`config.mk`:
```
export PLATFORM = sky130hd
export DESIGN_NAME = tmc_spi_board_router
export DESIGN_NICKNAME = d
export VERILOG_FILES = /design/src/rtl/tmc_spi_board_router.sv
export SDC_FILE = /design/constraint.sdc
export NUM_CORES = 1
export LEC_CHECK = 0
export ABC_AREA = 1
export CORE_UTILIZATION = 64
export DETAILED_ROUTE_END_ITERATION = 16
export HOLD_SLACK_MARGIN = 0.03
export PLACE_DENSITY = 0.84
export SLEW_MARGIN = 0
export SYNTH_ARGS = -nofsm -noshare
export SYNTH_HDL_FRONTEND = slang
export SYNTH_SLANG_ARGS = --single-unit
```
`constraint.sdc`:
```
create_clock -name clk -period 10.9 [get_ports clk]
set_clock_uncertainty 0.1 [all_clocks]
set_input_delay 1.635 -clock clk [delete_from_list [all_inputs] [get_ports clk]]
set_output_delay 1.635 -clock clk [all_outputs]
set_load 0.005 [all_outputs]
```
`src/rtl/tmc_spi_board_router.sv`:
```
// Shares one SPI master among four temperature boards. It routes SCLK, MOSI and MISO to the selected board,
// inserts a guard delay before a chip select, and blocks selects to boards that are not present.
module tmc_spi_board_router #(
  parameter int GUARD_CYCLES    = 4,
  parameter int DEBOUNCE_CYCLES = 1024
) (
  input  logic        clk,
  input  logic        rst,
  input  logic [11:0] m_csn,
  input  logic        m_sclk,
  input  logic        m_mosi,
  output logic        m_miso,
  input  logic [3:0]  live,
  input  logic [3:0]  b_miso,
  output logic [3:0]  b_sclk,
  output logic [3:0]  b_mosi,
  output logic [11:0] b_csn,
  output logic [3:0]  live_ok,
  output logic        err_multi,
  output logic        err_dead,
  input  logic        err_clr,
  output logic [15:0] xfer_cnt
);

  localparam logic [7:0]  GUARD_MAX = 8'(GUARD_CYCLES - 1);
  localparam logic [15:0] DB_MAX    = 16'(DEBOUNCE_CYCLES - 1);

  typedef enum logic [1:0] {IDLE, GUARD, ACTIVE, BLOCK} state_t;

  state_t      state;
  logic [3:0]  live_s1;
  logic [3:0]  live_s2;
  logic [15:0] db_cnt [4];
  logic [11:0] csn_lat;
  logic [1:0]  brd;
  logic [7:0]  guard_cnt;

  logic [3:0]  low_cnt;
  logic [3:0]  sel_idx;
  logic [1:0]  sel_board;
  logic        one_low;
  logic        multi_low;
  logic        none_low;

  function automatic logic [1:0] board_of(input logic [3:0] idx);
    case (idx)
      4'd0, 4'd1, 4'd2:   board_of = 2'd0;
      4'd3, 4'd4, 4'd5:   board_of = 2'd1;
      4'd6, 4'd7, 4'd8:   board_of = 2'd2;
      4'd9, 4'd10, 4'd11: board_of = 2'd3;
      default:            board_of = 2'd0;
    endcase
  endfunction

  // Count the active selects and locate the (last) asserted one
  always_comb begin
    low_cnt = 4'd0;
    sel_idx = 4'd0;
    for (int k = 0; k < 12; k++) begin
      if (!m_csn[k]) begin
        low_cnt = low_cnt + 4'd1;
        sel_idx = 4'(k);
      end else begin
        low_cnt = low_cnt;
      end
    end
    sel_board = board_of(sel_idx);
    one_low   = (low_cnt == 4'd1);
    multi_low = (low_cnt > 4'd1);
    none_low  = (m_csn == 12'hFFF);
  end

  // Synchronize the board-present inputs and debounce them per bit
  always_ff @(posedge clk) begin
    if (rst) begin
      live_s1 <= 4'h0;
      live_s2 <= 4'h0;
      live_ok <= 4'h0;
      for (int b = 0; b < 4; b++) db_cnt[b] <= 16'd0;
    end else begin
      live_s1 <= live;
      live_s2 <= live_s1;
      for (int b = 0; b < 4; b++) begin
        if (live_s2[b] != live_ok[b]) begin
          if (db_cnt[b] == DB_MAX) begin
            live_ok[b] <= live_s2[b];
            db_cnt[b]  <= 16'd0;
          end else begin
            db_cnt[b] <= db_cnt[b] + 16'd1;
          end
        end else begin
          db_cnt[b] <= 16'd0;
        end
      end
    end
  end

  // Routing FSM with registered board/master outputs, sticky errors and transfer count
  always_ff @(posedge clk) begin
    if (rst) begin
      state     <= IDLE;
      csn_lat   <= 12'hFFF;
      brd       <= 2'd0;
      guard_cnt <= 8'd0;
      b_csn     <= 12'hFFF;
      b_sclk    <= 4'h0;
      b_mosi    <= 4'h0;
      m_miso    <= 1'b0;
      err_multi <= 1'b0;
      err_dead  <= 1'b0;
      xfer_cnt  <= 16'd0;
    end else begin
      // Later error sets in this block override the clear, so a set wins
      if (err_clr) begin
        err_multi <= 1'b0;
        err_dead  <= 1'b0;
      end else begin
        err_multi <= err_multi;
      end
      b_sclk <= 4'h0;
      b_mosi <= 4'h0;
      m_miso <= 1'b0;
      case (state)
        IDLE: begin
          b_csn <= 12'hFFF;
          if (multi_low) begin
            state     <= BLOCK;
            err_multi <= 1'b1;
          end else if (one_low) begin
            csn_lat   <= m_csn;
            brd       <= sel_board;
            guard_cnt <= 8'd0;
            if (live_ok[sel_board]) begin
              state <= GUARD;
            end else begin
              state    <= BLOCK;
              err_dead <= 1'b1;
            end
          end else begin
            state <= IDLE;
          end
        end
        GUARD: begin
          if (m_csn != csn_lat) begin
            state <= IDLE;
            b_csn <= 12'hFFF;
          end else if (guard_cnt == GUARD_MAX) begin
            state       <= ACTIVE;
            b_csn       <= csn_lat;
            b_sclk[brd] <= m_sclk;
            b_mosi[brd] <= m_mosi;
            m_miso      <= b_miso[brd];
          end else begin
            guard_cnt <= guard_cnt + 8'd1;
            b_csn     <= 12'hFFF;
          end
        end
        ACTIVE: begin
          if (none_low) begin
            state    <= IDLE;
            b_csn    <= 12'hFFF;
            xfer_cnt <= xfer_cnt + 16'd1;
          end else if (m_csn != csn_lat) begin
            state     <= BLOCK;
            b_csn     <= 12'hFFF;
            err_multi <= 1'b1;
          end else if (!live_ok[brd]) begin
            state    <= BLOCK;
            b_csn    <= 12'hFFF;
            err_dead <= 1'b1;
          end else begin
            b_csn       <= csn_lat;
            b_sclk[brd] <= m_sclk;
            b_mosi[brd] <= m_mosi;
            m_miso      <= b_miso[brd];
          end
        end
        BLOCK: begin
          b_csn <= 12'hFFF;
          if (none_low) state <= IDLE;
          else          state <= BLOCK;
        end
        default: begin
          state <= IDLE;
          b_csn <= 12'hFFF;
        end
      endcase
    end
  end

endmodule
```
==> reports/results.ini <==
[worst_setup_path]
crit_arrival_ns=8.28
r2r_start=db_cnt[2][0]
cpLargestDelayFamily=simple AND/OR/NAND/NOR gates
worstPathRequired_ns=11.09
startpoint_type=input pin
cp.buffers_inverters=8
crit_path_top_delay_cell=clkdlybuf4s50_1
path_class=in -> reg
cp_max_fo=28
r2r_slack_ns=8.13
slowest_delay_ns=0.54
endpoint_kind=flip-flop
reg2regPathDepth=14
worstReg2RegEnd=db_cnt[2][12]

[placed_design]
globalplace.congestion=0.841
place_area_um2=9290
dp_hpwl_um=12100
port_buffers=67
dpl.cell_count=1340

[floorplan]
rows=41
die_h_um=116
ios=68
start_util_pct=65.6
core_area_um2=12600
die_w_um=116
dieArea_um2=13400

[min_path]
worstHoldPathCells=2
hp-start=live_s1[0]
hp-class=reg -> reg
hold_path_end=live_s2[0]

[timing]
finalCritPeriodShare_pct=74.2
maxSlewViolCount=0
layout_min_cycle_time_ns=8.09
finalSetupTns_ns=0
max_slew.worst_pin.slew_ns=0.616
finalHoldViolCount=0
max-slew-margin-rel_pct=58.8
max_clock_freq_ghz=0.124
rsz0062_at_grt=no
finalSetupViolCount=0

[synth]
seq_area_frac_synth_pct=41.3
synthAdderAreaFrac_pct=3.48
synth_compound_area_share_pct=9.17
async_flop_share_pct=0
synthCells=1059
synth_ff_type=dfxtp_1
synth_cell_type_count=54
synth_edf_count=64
synth_top_family_by_area=simple AND/OR/NAND/NOR gates
ys_ff_latch=139
synth_xor_area_share_pct=4.53
synth_top_area_cell=edfxtp_1
syn_area_um2=8280
muxShareOfSynthArea_pct=0
yosys_warnings=0
synth.avg_cell_area_um2=7.82
synth_simple_gate_area_share_pct=32.5
yosys.area.top_type_share_pct=23.2
ys_top_cells_by_area=edfxtp_1 (23%), dfxtp_1 (18%), nand2_1 (8.7%), inv_1 (6.8%), nor2_1 (5.8%)

[drt]
routed_wl_um=17000
via_count=7084
drc=0
post_drt_wl_per_cell_um=12.4
detail-route-antenna-nets=0
drt_iter0_drc=481
drt_first_pass_iters=5
routed_via_density=5.16

[clock_network]
cts_buffers=17
cts_setup_buffers=0
cts_buffer_depth=2
ctsResizeCount=0
cts_tree=yes
htreeDepth=4
path_clk_slew_ns=0.06
numClockSinks=139
ctsRootBufferMaster=clkbuf_16
worstSkewPairLatency_ns=0.42
ctsHoldBuffers=0

[layout]
stdcell_area_um2=9890
layout_common_cells=nand2_1 (192), inv_1 (151), nor2_1 (128)
area_growth_pct=19.4
final_nets=1235
drive_gt1_share_pct=10.8
n_fill_cell=982
final_common_cell=nand2_1
n_antenna_cell=0
layout.cells.non_filler=1372

[grt]
grt_start_max_net_pins=45
grt_pass1_wl_um=28700
antenna_found_initial=0
grt_overflow=0
track_usage_pct=27.1
grt_pass1_vias=6596

[power]
p_per_area_nw_per_um2=163
peakVddDrop_mv=0.140
leakage_uw=0.00439

[job]
max_cap_viol_count=0

[run_status]
status=completed

[cell families after synthesis]
| logic type | Yosys count |
|---|---|
| AOI/OAI and AO/OA | 124 |
| xor gates and xnor gates | 42 |
| adders and majority gates | 23 |
| buffers and inverters | 185 |
| DFF | 139 |
| other | 1 |
| and+or+nand+nor | 545 |
[Yosys cell counts (all sizes together) (2+ instances only)]
| master | count |
|---|---|
| nand2 | 224 |
| inv | 161 |
| nor2 | 132 |
| nand3 | 94 |
| dfxtp | 75 |
| edfxtp | 64 |
| o21ai | 50 |
| a21oi | 44 |
| nor3 | 34 |
| xor2 | 25 |
| ha | 23 |
| nand4 | 19 |
| xnor2 | 17 |
| nor3b | 14 |
| o211ai | 13 |
| clkbuf | 12 |
| or2 | 12 |
| buf | 11 |
| nor4 | 10 |
| a31oi | 5 |
| nand3b | 3 |
| o21bai | 2 |
| o22ai | 2 |
| o31ai | 2 |
[final cells by class]
cell class | instances | area (um2) | area share, %
Inverter | 162 | 611 | 6.18
Multi-Input combinational cell | 798 | 4350 | 44.0
Sequential cell | 139 | 3420 | 34.6
Timing Repair Buffer | 69 | 686 | 6.94
Clock inverter | 10 | 111 | 1.13
Clock buffer | 22 | 485 | 4.91
Tap cell | 172 | 215 | 2.18
[registers in the layout, summed over array words and instances (netlist names), 8 cells and up]
name,cells
csn_lat,12
guard_cnt,8
b_csn,12
db_cnt,64
xfer_cnt,16
[per-stage QoR]
| step | total power [uW] | setup WS [ns] | utilization, % | hold slack, ns |
|---|---|---|---|---|
| 6_report | 1610 | 2.81 | 78.3 | 0.308 |
| 5_1_grt | 1690 | 2.17 | 78.3 | 0.324 |
| 4_1_cts | 1610 | 2.82 | 78.3 | 0.309 |
| 3_5_place_dp | 1030 | 2.37 | 73.6 | 0.297 |
| 3_3_place_gp | 1020 | 2.61 | 73.6 | 0.292 |
| 2_1_floorplan | 910 | 3.71 | - | 0.288 |
[metal layers]
| layer | share of wire (%) | global-route usage (%) |
|---|---|---|
| met3 | 4.2 | 5.44 |
| met1 | 46 | 33.5 |
| met2 | 49 | 47.1 |
| met5 | 0 | 0 |
| met4 | 1.6 | 9.57 |
[report_power, final]
| group | total [uW] | switching (uW) | internal [uW] |
|---|---|---|---|
| registers | 631 | 35.2 | 596 |
| logic | 401 | 244 | 157 |
| clock network | 576 | 214 | 362 |
| total | 1610 | 494 | 1110 |
[tightest hold or removal path: stages, from the launching register on]
cell and delay (ns):
dfxtp_1 0.29, inv_1 0.04, nor2_1 0.03
[worst max path at each step]
stage,from,to,cells after the start,slack [ns]
finish,m_csn[0],brd[0],37,2.81
global route,m_csn[1],brd[0],34,2.17
CTS,m_csn[1],brd[0],37,2.82
detailed placement,m_csn[1],brd[0],37,2.37
global placement,m_csn[0],brd[1],37,2.61
floorplan,m_csn[0],csn_lat[10],37,3.71
Power figures use the tool's default switching activity.
